## src/rtl/led_pattern_if.sv

```systemverilog
// Pattern controller bus: divided-clock input, control inputs and LED/status outputs.
interface led_pattern_if #(
    parameter int WIDTH = 16,
    parameter int CNT_W = 8
);
    logic             clk_div_in;
    logic             en;
    logic [1:0]       mode;
    logic [WIDTH-1:0] led;
    logic             step;
    logic [CNT_W-1:0] step_cnt;
    logic             dir_left;

    modport master (
        output clk_div_in, en, mode,
        input  led, step, step_cnt, dir_left
    );

    modport slave (
        input  clk_div_in, en, mode,
        output led, step, step_cnt, dir_left
    );
endinterface

```

## src/rtl/led_pattern_ctrl.sv

```systemverilog
// LED pattern stepper driven by synchronized rising edges of a divided clock.
// Define LED_BOUNCE_EN to enable bounce mode; otherwise mode 3 behaves as shift-left.
module led_pattern_ctrl #(
    parameter int WIDTH       = 16,
    parameter int SYNC_STAGES = 2,
    parameter int CNT_W       = 8
) (
    input  logic          clk,
    input  logic          rst,
    led_pattern_if.slave  bus
);

    typedef enum logic [1:0] {
        S_FLASH = 2'd0,
        S_SHL   = 2'd1,
        S_SHR   = 2'd2,
        S_BNC   = 2'd3
    } state_t;

    localparam logic [WIDTH-1:0] LED_LSB = {{(WIDTH-1){1'b0}}, 1'b1};
    localparam logic [WIDTH-1:0] LED_MSB = {1'b1, {(WIDTH-1){1'b0}}};

    logic [SYNC_STAGES-1:0] sync_q;
    logic                   prev_q;
    logic                   step_q;
    state_t                 state, state_next;
    logic [1:0]             mode_q;
    logic                   mode_change;
    logic [WIDTH-1:0]       led_q, led_next;
    logic [CNT_W-1:0]       cnt_q, cnt_next;
`ifdef LED_BOUNCE_EN
    logic                   dir_q, dir_next;
`endif

    assign mode_change = (bus.mode != mode_q);

    always_ff @(posedge clk or negedge rst) begin
        if (!rst) begin
            sync_q <= '0;
            prev_q <= 1'b0;
            step_q <= 1'b0;
        end else begin
            sync_q <= {sync_q[SYNC_STAGES-2:0], bus.clk_div_in};
            prev_q <= sync_q[SYNC_STAGES-1];
            step_q <= sync_q[SYNC_STAGES-1] & ~prev_q;
        end
    end

    always_ff @(posedge clk or negedge rst) begin
        if (!rst) begin
            state  <= S_FLASH;
            mode_q <= 2'd0;
        end else begin
            state  <= state_next;
            mode_q <= bus.mode;
        end
    end

    always_comb begin
        state_next = state;
        if (mode_change) begin
            case (bus.mode)
                2'd0:    state_next = S_FLASH;
                2'd1:    state_next = S_SHL;
                2'd2:    state_next = S_SHR;
`ifdef LED_BOUNCE_EN
                default: state_next = S_BNC;
`else
                default: state_next = S_SHL;
`endif
            endcase
        end
    end

    // A mode change reloads the pattern and swallows any coincident step.
    always_comb begin
        led_next = led_q;
        cnt_next = cnt_q;
`ifdef LED_BOUNCE_EN
        dir_next = dir_q;
`endif
        if (mode_change) begin
            case (state_next)
                S_FLASH: led_next = '1;
                S_SHR:   led_next = LED_MSB;
`ifdef LED_BOUNCE_EN
                S_BNC: begin
                    led_next = LED_LSB;
                    dir_next = 1'b1;
                end
`endif
                default: led_next = LED_LSB;
            endcase
        end else if (step_q && bus.en) begin
            cnt_next = cnt_q + 1'b1;
            case (state)
                S_FLASH: led_next = ~led_q;
                S_SHR:   led_next = {led_q[0], led_q[WIDTH-1:1]};
`ifdef LED_BOUNCE_EN
                S_BNC: begin
                    led_next = dir_q ? (led_q << 1) : (led_q >> 1);
                    if (led_next[WIDTH-1])
                        dir_next = 1'b0;
                    else if (led_next[0])
                        dir_next = 1'b1;
                end
`endif
                default: led_next = {led_q[WIDTH-2:0], led_q[WIDTH-1]};
            endcase
        end
    end

    always_ff @(posedge clk or negedge rst) begin
        if (!rst) begin
            led_q <= '0;
            cnt_q <= '0;
`ifdef LED_BOUNCE_EN
            dir_q <= 1'b1;
`endif
        end else begin
            led_q <= led_next;
            cnt_q <= cnt_next;
`ifdef LED_BOUNCE_EN
            dir_q <= dir_next;
`endif
        end
    end

    assign bus.led      = led_q;
    assign bus.step     = step_q;
    assign bus.step_cnt = cnt_q;
`ifdef LED_BOUNCE_EN
    assign bus.dir_left = dir_q;
`else
    assign bus.dir_left = 1'b1;
`endif

endmodule

```

## src/flat_wrapper.sv

```systemverilog
// flat-port wrapper written by rule: the top's interface ports become plain ports
module led_pattern_ctrl_flat 
#(
    parameter int WIDTH       = 16,
    parameter int SYNC_STAGES = 2,
    parameter int CNT_W       = 8
)
  (clk, rst, bus_clk_div_in, bus_en, bus_mode, bus_led, bus_step, bus_step_cnt, bus_dir_left);
  led_pattern_if #(.WIDTH(WIDTH), .CNT_W(CNT_W)) bus_i ();
  input  logic clk;
  input  logic rst;
  input wire logic [$bits(bus_i.clk_div_in)-1:0] bus_clk_div_in;
  input wire logic [$bits(bus_i.en)-1:0] bus_en;
  input wire logic [$bits(bus_i.mode)-1:0] bus_mode;
  output wire logic [$bits(bus_i.led)-1:0] bus_led;
  output wire logic [$bits(bus_i.step)-1:0] bus_step;
  output wire logic [$bits(bus_i.step_cnt)-1:0] bus_step_cnt;
  output wire logic [$bits(bus_i.dir_left)-1:0] bus_dir_left;
  assign bus_i.clk_div_in = bus_clk_div_in;
  assign bus_i.en = bus_en;
  assign bus_i.mode = bus_mode;
  assign bus_led = bus_i.led;
  assign bus_step = bus_i.step;
  assign bus_step_cnt = bus_i.step_cnt;
  assign bus_dir_left = bus_i.dir_left;
  led_pattern_ctrl #(.WIDTH(WIDTH), .SYNC_STAGES(SYNC_STAGES), .CNT_W(CNT_W)) u_core (.clk(clk), .rst(rst), .bus(bus_i));
endmodule
```

## config.mk

```make
export PLATFORM = sky130hd
export DESIGN_NAME = led_pattern_ctrl_flat
export DESIGN_NICKNAME = d
export VERILOG_FILES = /design/src/rtl/led_pattern_if.sv /design/src/rtl/led_pattern_ctrl.sv /design/src/flat_wrapper.sv
export SDC_FILE = /design/constraint.sdc
export NUM_CORES = 1
export LEC_CHECK = 0
export ABC_AREA = 1
export CAP_MARGIN = 20
export CELL_PAD_IN_SITES_DETAIL_PLACEMENT = 2
export CELL_PAD_IN_SITES_GLOBAL_PLACEMENT = 2
export CORE_MARGIN = 3
export CORE_UTILIZATION = 29
export DETAILED_ROUTE_END_ITERATION = 6
export PLACE_DENSITY_LB_ADDON = 0.25
export REMOVE_ABC_BUFFERS = 1
export SLEW_MARGIN = 20
export SYNTH_ARGS = -nofsm -noshare
export SYNTH_HDL_FRONTEND = slang
export SYNTH_SLANG_ARGS = --single-unit
```

## constraint.sdc

```tcl
create_clock -name clk -period 1.9 [get_ports clk]
set_clock_uncertainty 0.15 [all_clocks]
set_input_delay 0.19 -clock clk [delete_from_list [all_inputs] [get_ports clk]]
set_output_delay 0.19 -clock clk [all_outputs]
set_load 0.01 [all_outputs]
```

==> metrics, run 1 <==
crit-path cells=clkdlybuf4s50_1; worst r2r path cells=7; maximum achievable frequency=600.5 MHz; FF-to-FF Start=u_core.state[1]$_DFF_PN0_; Cell Rows=28; CTS Root Cell=clkbuf_8; number of global-route vias before repair=2005; CP Data Arrival Time=roughly 1300 ps; Yosys reg bits=32; RD Place Congestion=0.7381; Hold/Removal Path Class=input port to async pin; Routed Antenna Nets=0; synth-to-layout area growth=25.56%; CP max stage delay=~580 ps; Avg Cell Area, Syn=6.729 µm²; Placed Area=between 2000 and 2500 µm²; core area=just over 6000 µm²; die area=7575 µm²; status=finished clean; vias per cell=between 4 and 5; H-tree depth=2; DRC=0; Placed Cells=between 300 and 400; vias=approximately 1900; # setup viols final=0; Total Wirelength=5.692 mm; Post-CTS Resized=0; diode count=0; WP buf/inv=1; CTS tree=yes; Crit-path slowest cell=clkdlybuf4s50_1; DRT Pass-1 Iters=4; drt first-iter violations=84; clk slew on worst S/H paths=70 ps; post-synthesis cell area=~1900 µm²; final hold violations=0; Top delay family on crit path=buffers and inverters; initial core utilization=between 30 and 40%; Clock Latency Late Sink=approximately 280 ps; # nets final=approximately 320; kind of critical path=flip-flop to primary output; gr usage total=around 17%; Port Buffer Count=30; DPL Wire Length=around 4 mm; unrepaired setup endpoints after global routing=no; required time worst endpoint=1560 ps; # fillers=about 760; max-cap violations=0; sequential-to-total area share from yosys stat=42.05%; P_leak=about 0.0013 µW; critical path depth in cells=1; final worst-path cycle share=between 80% and 90%; Min Hold Slack=approximately 160 ps; CTS max path bufs=2; Cell Count, Final, Fillers Out=392; Syn. warnings=0; CTS Sinks=32; Final Critical Period=about 1700 ps; initial antenna violation count=0; first-pass GRT wire length=10.05 mm; CP max FO=7; Setup crit end=bus_step_cnt[5]; layout cells sized above 1=under 10%; Yosys cell types=26; r2r setup slk=310 ps; crit path capture type=primary output; worst reg2reg path endpoint=u_core.bus.led[10]$_DFFE_PN0P_; final core occ=39.00%; die height=around 87 µm; Hold-fix buffers, CTS=0; Post-CTS Setup Bufs=0; largest net degree at the start of global routing=33; I/O Pins=32; P per Cell Area=just under 1000 nW/µm²; Worst Setup SP=u_core.bus.step_cnt[5]$_DFFE_PN0P_; fin area=around 2400 µm²; DR WL/cell=~15 µm; Syn Inst Count=283; Setup crit start kind=flip-flop; Peak VDD IR=approximately 0.36 mV; Max Slew Vio Count=0; GRT Residual Overflow=0; Die X=between 80 and 90 µm; total CTS buffers=5
[state kept, by name (all words and copies together) (netlist names)]
signal and flops:
u_core.bus.led 16, u_core.bus.step_cnt 8, u_core.mode_q 2, u_core.state 2, u_core.sync_q 2, u_core.bus.step 1, u_core.prev_q 1
[metal layers]
metal,global-route usage [%],vias to the layer above,wire length [µm]
met3,2.838,4,147
met4,3.399,0,42
li1,-,927,-
met5,0,-,0
met1,23.46,911,2777
met2,27.33,26,2723
[cells by family (layout without fill, tap and decap cells)]
kind of cell	count (synthesis)	after routing	synth area share, %
and+or+nand+nor	196	196	43.36
buffers and inverters	43	77	9.921
DFF	32	32	42.05
AOI/OAI and AO/OA	6	6	1.971
xor gates and xnor gates	4	4	1.840
adders and majority gates	1	1	0.6569
other	1	1	0.1969
[where the power goes]
group | internal [µW] | switching, µW
Sequential | 790 | 155
Clock | 389 | 264
Combinational | 341 | 385
Total | 1520 | 804
[cell usage after synthesis, drive strengths merged]
library cell | number | area (µm²)
nand2 | 148 | 568.0
nand3 | 36 | 180.2
dfrtp | 32 | 800.8
inv | 31 | 116.4
buf | 10 | 63.81
nor2 | 9 | 60.06
o21ai | 3 | 15.01
xor2 | 3 | 26.28
nand4 | 2 | 12.51
o211ai | 2 | 15.01
clkbuf | 1 | 3.750
clkinv | 1 | 5.000
conb | 1 | 3.750
ha | 1 | 12.51
nor3 | 1 | 5.000
o21a | 1 | 7.510
xnor2 | 1 | 8.760
[cell usage in the layout (no fill, tap or decap), types with 3 or more instances in the layout]
cell | Yosys | final
buf_4 | 3 | 7
clkbuf_8 | 0 | 5
clkdlybuf4s50_1 | 0 | 30
dfrtp_1 | 32 | 32
inv_1 | 29 | 29
nand2_1 | 145 | 145
nand3_1 | 36 | 36
nor2_1 | 6 | 6
xor2_1 | 3 | 3
[how the worst min path moves through the flow]
stage | from | endpoint | slack, ps | cells after the start
after detailed placement | u_core.sync_q[0]$_DFF_PN0_ | u_core.sync_q[1]$_DFF_PN0_ | 190 | 0
after global routing | bus_clk_div_in | u_core.sync_q[0]$_DFF_PN0_ | 180 | 1
after CTS | rst | u_core.prev_q$_DFF_PN0_ | 170 | 2
final | rst | u_core.bus.step$_DFF_PN0_ | 160 | 2
after global placement | u_core.sync_q[0]$_DFF_PN0_ | u_core.sync_q[1]$_DFF_PN0_ | 190 | 0
after floorplan | rst | u_core.bus.led[0]$_DFFE_PN0P_ | -260 | 0
[metrics by stage]
| step | setup TNS, ps | power (µW) | setup slack (ps) |
|---|---|---|---|
| final | 0 | 2325 | 234.8 |
| after global routing | 0 | 2519 | 131.3 |
| after CTS | 0 | 2387 | 201.6 |
| after detailed placement | -38.21 | 1703 | -30.06 |
| after global placement | 0 | 1667 | 57.37 |
| after floorplan | 0 | 1302 | 420.2 |
[final cells by class]
cell class	instances	area, µm²	share of cell area, %
clock buffers	6	72.57	3.035
inverters	32	121.4	5.076
clock inverters	2	35.03	1.465
flip-flops and latches	32	800.8	33.49
multi-input cells	208	914.6	38.25
repair buffers	37	352.8	14.76
well taps	75	93.84	3.925
No activity file was read; power rests on OpenSTA's default activity.
==> run 2, diff against run 1 <==
--- a/config.mk
+++ b/config.mk
@@ -9,7 +9,6 @@
 export CAP_MARGIN = 20
 export CELL_PAD_IN_SITES_DETAIL_PLACEMENT = 2
 export CELL_PAD_IN_SITES_GLOBAL_PLACEMENT = 2
-export CORE_MARGIN = 3
 export CORE_UTILIZATION = 29
 export DETAILED_ROUTE_END_ITERATION = 6
 export PLACE_DENSITY_LB_ADDON = 0.25
==> run 2 against run 1 <==
Via count increased by 1.9%; sequential share of layout area decreased by 0.19 points; clock-buffer cell count increased by 1; die area decreased by 9.0%; sequential cell count unchanged; power increased by 3.4%; wire length increased by 1.3%; utilization decreased by 1.1 points; maximum frequency decreased by 0.18%; register-to-register slack improved by 40 ps; critical path depth unchanged; worst hold slack improved by 1.9 ps.
==> metrics, run 2 (synthesis results as in run 1) <==
Top delay family on crit path=buffers and inverters; max reg flops=16 (unchanged); WP buf/inv=1 (unchanged); Peak VDD IR=0.4089 mV (+12%); share of total power in combinational logic=30.0% (-1.2 points); Setup crit start kind=flip-flop; CTS max path bufs=2 (unchanged); crit path capture type=primary output; Die X=83.04 µm (-4.6%); status=finished clean; H-tree depth=2 (unchanged); most common cell after layout, fill and taps aside=nand2_1; # nets final=322 (-0.31%); maximum achievable frequency=599.4 MHz (-0.18%); Routed Antenna Nets=0 (unchanged); die area=6895 µm² (-9.0%); clock power share=30.9% (+2.8 points); drt first-iter violations=74 (-12%); total CTS buffers=5 (unchanged); Crit-path slowest cell=clkdlybuf4s50_1; Cell Rows=29 (+3.6%); Post-CTS Resized=0 (unchanged); Max Slew Vio Count=0 (unchanged); diode count=0 (unchanged); crit-path cells=clkdlybuf4s50_1; CTS tree=yes; DRT Pass-1 Iters=4 (unchanged); net load switching power=812.7 µW (+1.1%); DR WL/cell=14.67 µm (+1.0%); P per Cell Area=999.5 nW/µm² (+2.8%); synth-to-layout area growth=26.28%; initial core utilization=29.99% (-1.1 points); P_leak=0.001277 µW (+0.38%); Switching Fraction=33.81% (-0.79 points); Final Critical Period=1668 ps (+2.993 ps); layout cells sized above 1=7.278% (+0.023 points); DPL Wire Length=3.829 mm (-6.2%); unrepaired setup endpoints after global routing=no; kind of critical path=flip-flop to primary output; largest net degree at the start of global routing=33 (unchanged); core area=6350 µm² (+3.6%); TNS Setup=0 ps (unchanged); CTS Root Cell=clkbuf_8; Min Hold Slack=161.6 ps (+1.917 ps); vias per cell=4.845 (+1.7%); clk slew on worst S/H paths=70 ps (about the same); # fillers=777 (+2.5%); Clock Latency Late Sink=290 ps (about the same); r2r setup slk=350 ps (+40 ps); vias=1904 (+1.9%); GRT Residual Overflow=0 (unchanged); setup ws final=231.8 ps (-2.993 ps); initial antenna violation count=0 (unchanged); Post-Place Setup Slack=-39.55 ps (-9.490 ps); final hold violations=0 (unchanged); max-cap violations=0 (unchanged); CP max stage delay=580 ps (about the same); number of global-route vias before repair=2075 (+3.5%); final worst-path cycle share=87.80% (+0.16 points); Hold-fix buffers, CTS=0 (unchanged); RD Place Congestion=0.7575 (+2.6%); required time worst endpoint=1560 ps (about the same); Hold/Removal Path Class=input port to async pin; CP Data Arrival Time=1330 ps (about the same); most frequent cells in the layout=nand2_1, nand3_1, dfrtp_1; gr usage total=18.37% (+1.6 points); I/O Pins=32 (unchanged); Pwr Total=2404 µW (+3.4%); Total Wirelength=5.764 mm (+1.3%); Post-CTS Setup Bufs=0 (unchanged); die height=83.04 µm (-4.6%); Internal=1591 µW (+4.6%); Reg power frac=39.1% (-1.6 points); # setup viols final=0 (unchanged); CTS Sinks=32 (unchanged); DRC=0 (unchanged); first-pass GRT wire length=10.09 mm (+0.48%); CP max FO=7 (unchanged); Port Buffer Count=30 (unchanged)
run 2: cell count changes in the layout (fill, tap and decap cells not counted):
cell      change
clkbuf_8      +2
clkbuf_1      -1
clkinv_2      -1
buf_4         -1
run 2: metal layers:
metal,vias to the layer above,wire [µm],track usage (%)
li1,923,-,-
met1,945,2605,21.89
met2,27,2919,33.16
met3,9,156,3.380
met4,0,81,5.956
met5,-,0,0
run 2: final timing paths:
check	startpoint	endpoint	cells after the start
max	u_core.bus.step_cnt[5]$_DFFE_PN0P_	bus_step_cnt[5]	1
min reg2reg	u_core.sync_q[0]$_DFF_PN0_	u_core.sync_q[1]$_DFF_PN0_	0
max in group asynchronous	rst	u_core.bus.led[7]$_DFFE_PN0P_	2
min	rst	u_core.bus.step_cnt[5]$_DFFE_PN0P_	2
min in group clk	bus_clk_div_in	u_core.sync_q[0]$_DFF_PN0_	1
max reg2reg	u_core.state[1]$_DFF_PN0_	u_core.bus.led[7]$_DFFE_PN0P_	7
run 2: cell type report:
class                   instances  area [µm²]  area share, %
multi-input cells             208       914.6          38.03
flip-flops and latches         32       800.8          33.30
repair buffers                 36       345.3          14.36
inverters                      32       121.4          5.047
clock buffers                   7       96.34          4.006
well taps                      77       96.34          4.006
clock inverters                 1       30.03          1.249
run 2: metrics by stage:
| stage | util [%] | cells | instance area [µm²] |
|---|---|---|---|
| after global placement | 35.88 | 385 | 2278 |
| after floorplan | - | 272 | 1837 |
| after global routing | 37.87 | 393 | 2405 |
| after CTS | 37.87 | 393 | 2405 |
| final | 37.87 | 393 | 2405 |
| after detailed placement | 35.88 | 385 | 2278 |
run 2: power groups by stage:
stage / Combinational, µW / Clock, µW / Sequential [µW]
finish: 721 / 742 / 941
global route: 815 / 792 / 963
CTS: 739 / 765 / 946
detailed placement: 726 / 0 / 955
global placement: 701 / 0 / 956
floorplan: 329 / 0 / 974
==> run 3, diff against run 2 <==
--- a/config.mk
+++ b/config.mk
@@ -11,9 +11,11 @@
 export CELL_PAD_IN_SITES_GLOBAL_PLACEMENT = 2
 export CORE_UTILIZATION = 29
 export DETAILED_ROUTE_END_ITERATION = 6
+export HOLD_SLACK_MARGIN = 0.15
 export PLACE_DENSITY_LB_ADDON = 0.25
 export REMOVE_ABC_BUFFERS = 1
-export SLEW_MARGIN = 20
+export SETUP_SLACK_MARGIN = 0.3
+export SLEW_MARGIN = 0
 export SYNTH_ARGS = -nofsm -noshare
 export SYNTH_HDL_FRONTEND = slang
 export SYNTH_SLANG_ARGS = --single-unit
==> run 3 against run 2 <==
Non-clock buffer count up 24; clock-buffer cell count unchanged; worst setup slack better by 120 ps; design area up 9.6%; largest power group is now combinational logic; wire length up 9.8%; largest cell class unchanged; first-iteration DRC count down 35%; power up 6.9%; critical path type unchanged; sequential power down 6.9%; worst hold slack worse by 3.0 ps.
==> metrics, run 3 (synthesis results as in run 1) <==
status=finished clean; most frequent cells in the layout=nand2_1, nand3_1, dfrtp_1; setup ws final=348.1 ps (+116.3 ps); net load switching power=866.4 µW (+6.6%); Post-Place Setup Slack=-39.55 ps (unchanged); # fillers=760 (-2.2%); CTS Root Cell=clkbuf_8; CTS Sinks=32 (unchanged); Routed Antenna Nets=0 (unchanged); Reg power frac=34.1% (-5.0 points); required time worst endpoint=1560 ps (about the same); layout cells sized above 1=14.66% (+7.4 points); DPL Wire Length=3.829 mm (unchanged); vias=2037 (+7.0%); largest net degree at the start of global routing=33 (unchanged); Max Slew Vio Count=0 (unchanged); GRT Residual Overflow=0 (unchanged); gr usage total=19.84% (+1.5 points); core area=6350 µm² (unchanged); initial antenna violation count=0 (unchanged); clock power share=29.2% (-1.7 points); Total Wirelength=6.331 mm (+9.8%); Die X=83.04 µm (unchanged); first-pass GRT wire length=10.85 mm (+7.4%); Final Critical Period=1552 ps (-116.3 ps); final hold violations=0 (unchanged); drt first-iter violations=48 (-35%); unrepaired setup endpoints after global routing=no; max reg flops=16 (unchanged); Setup crit start kind=flip-flop; Internal=1703 µW (+7.0%); DR WL/cell=15.15 µm (+3.3%); Cell Rows=29 (unchanged); Hold/Removal Path Class=input port to async pin; crit path capture type=primary output; # nets final=347 (+7.8%); P_leak=0.001440 µW (+13%); DRT Pass-1 Iters=4 (unchanged); die area=6895 µm² (unchanged); Switching Fraction=33.72% (-0.089 points); H-tree depth=2 (unchanged); initial core utilization=29.99% (unchanged); CP max FO=2 (-5); Port Buffer Count=30 (unchanged); most common cell after layout, fill and taps aside=nand2_1; clk slew on worst S/H paths=70 ps (about the same); Clock Latency Late Sink=290 ps (about the same); CP Data Arrival Time=1210 ps (-120 ps); P per Cell Area=974.6 nW/µm² (-2.5%); max-cap violations=0 (unchanged); kind of critical path=flip-flop to primary output; Top delay family on crit path=buffers and inverters; Min Hold Slack=158.6 ps (-3.004 ps); number of global-route vias before repair=2212 (+6.6%); diode count=0 (unchanged); I/O Pins=32 (unchanged); DRC=0 (unchanged); total CTS buffers=5 (unchanged); # setup viols final=0 (unchanged); WP buf/inv=1 (unchanged); vias per cell=4.873 (+0.59%); CTS tree=yes; RD Place Congestion=0.7575 (unchanged); synth-to-layout area growth=38.44%; crit-path cells=clkdlybuf4s50_1; CP max stage delay=540 ps (-40 ps); Crit-path slowest cell=clkdlybuf4s50_1; CTS max path bufs=2 (unchanged); Peak VDD IR=0.4839 mV (+18%); die height=83.04 µm (unchanged); share of total power in combinational logic=36.7% (+6.7 points); final worst-path cycle share=81.68% (-6.1 points); maximum achievable frequency=644.4 MHz (+7.5%)
==> run 3: repair_timing <==
item / 4_1_cts / 5_1_grt
pin swaps: 0 / 2
resized for setup: 5 / 8
gates cloned: 0 / 1
endpoints found under the setup margin: 30 / 19
hold buffers: 0 / 1
buffers inserted: 21 / 2
endpoints found under the hold margin: 0 / 1
==> run 3: per-layer routing <==
metal  vias up  track usage, %  part of all wire [%]
met1      1020           23.22                    43
met3        11           3.479                   2.6
met2        31           36.51                    53
met5         -               0                     0
met4         0           6.270                   1.8
li1        975               -                     -
==> run 3: power groups by stage <==
stage	sequential (µW)	clock, µW	combinational [µW]
after floorplan	974	0	329
after global placement	956	0	701
after detailed placement	955	0	726
after CTS	877	765	934
after global routing	891	791	1050
final	876	749	944
==> run 3: area by class of cell <==
| cell class | instances | area (µm²) | area share, % |
|---|---|---|---|
| clock buffer | 7 | 96.34 | 3.654 |
| clock inverter | 1 | 30.03 | 1.139 |
| inverter | 32 | 122.6 | 4.651 |
| multi-input combinational | 209 | 933.4 | 35.41 |
| sequential | 32 | 803.3 | 30.47 |
| tap | 77 | 96.34 | 3.654 |
| timing repair buffer | 60 | 554.3 | 21.03 |
==> run 3: path summary, 6_finish.rpt <==
check / slack, ps / depth (start not counted) / to / startpoint
max: 350 / 1 / bus_led[0] / u_core.bus.led[0]$_DFFE_PN0P_
min: 160 / 2 / u_core.bus.step_cnt[5]$_DFFE_PN0P_ / rst
max reg2reg: 450 / 9 / u_core.bus.step_cnt[6]$_DFFE_PN0P_ / u_core.bus.step_cnt[0]$_DFFE_PN0P_
min reg2reg: 200 / 0 / u_core.sync_q[1]$_DFF_PN0_ / u_core.sync_q[0]$_DFF_PN0_
max in group asynchronous: 1100 / 2 / u_core.state[1]$_DFF_PN0_ / rst
min in group clk: 190 / 4 / u_core.state[1]$_DFF_PN0_ / bus_mode[0]
==> run 3: per-stage QoR <==
step / setup TNS, ps / cells / util [%] / total power (µW) / cell area, µm²
after floorplan: 0 / 272 / - / 1302 / 1837
after global placement: 0 / 385 / 35.88 / 1658 / 2278
after detailed placement: -110.6 / 385 / 35.88 / 1681 / 2278
after CTS: 0 / 414 / 40.47 / 2576 / 2570
after global routing: 0 / 418 / 41.52 / 2735 / 2636
final: 0 / 418 / 41.52 / 2569 / 2636
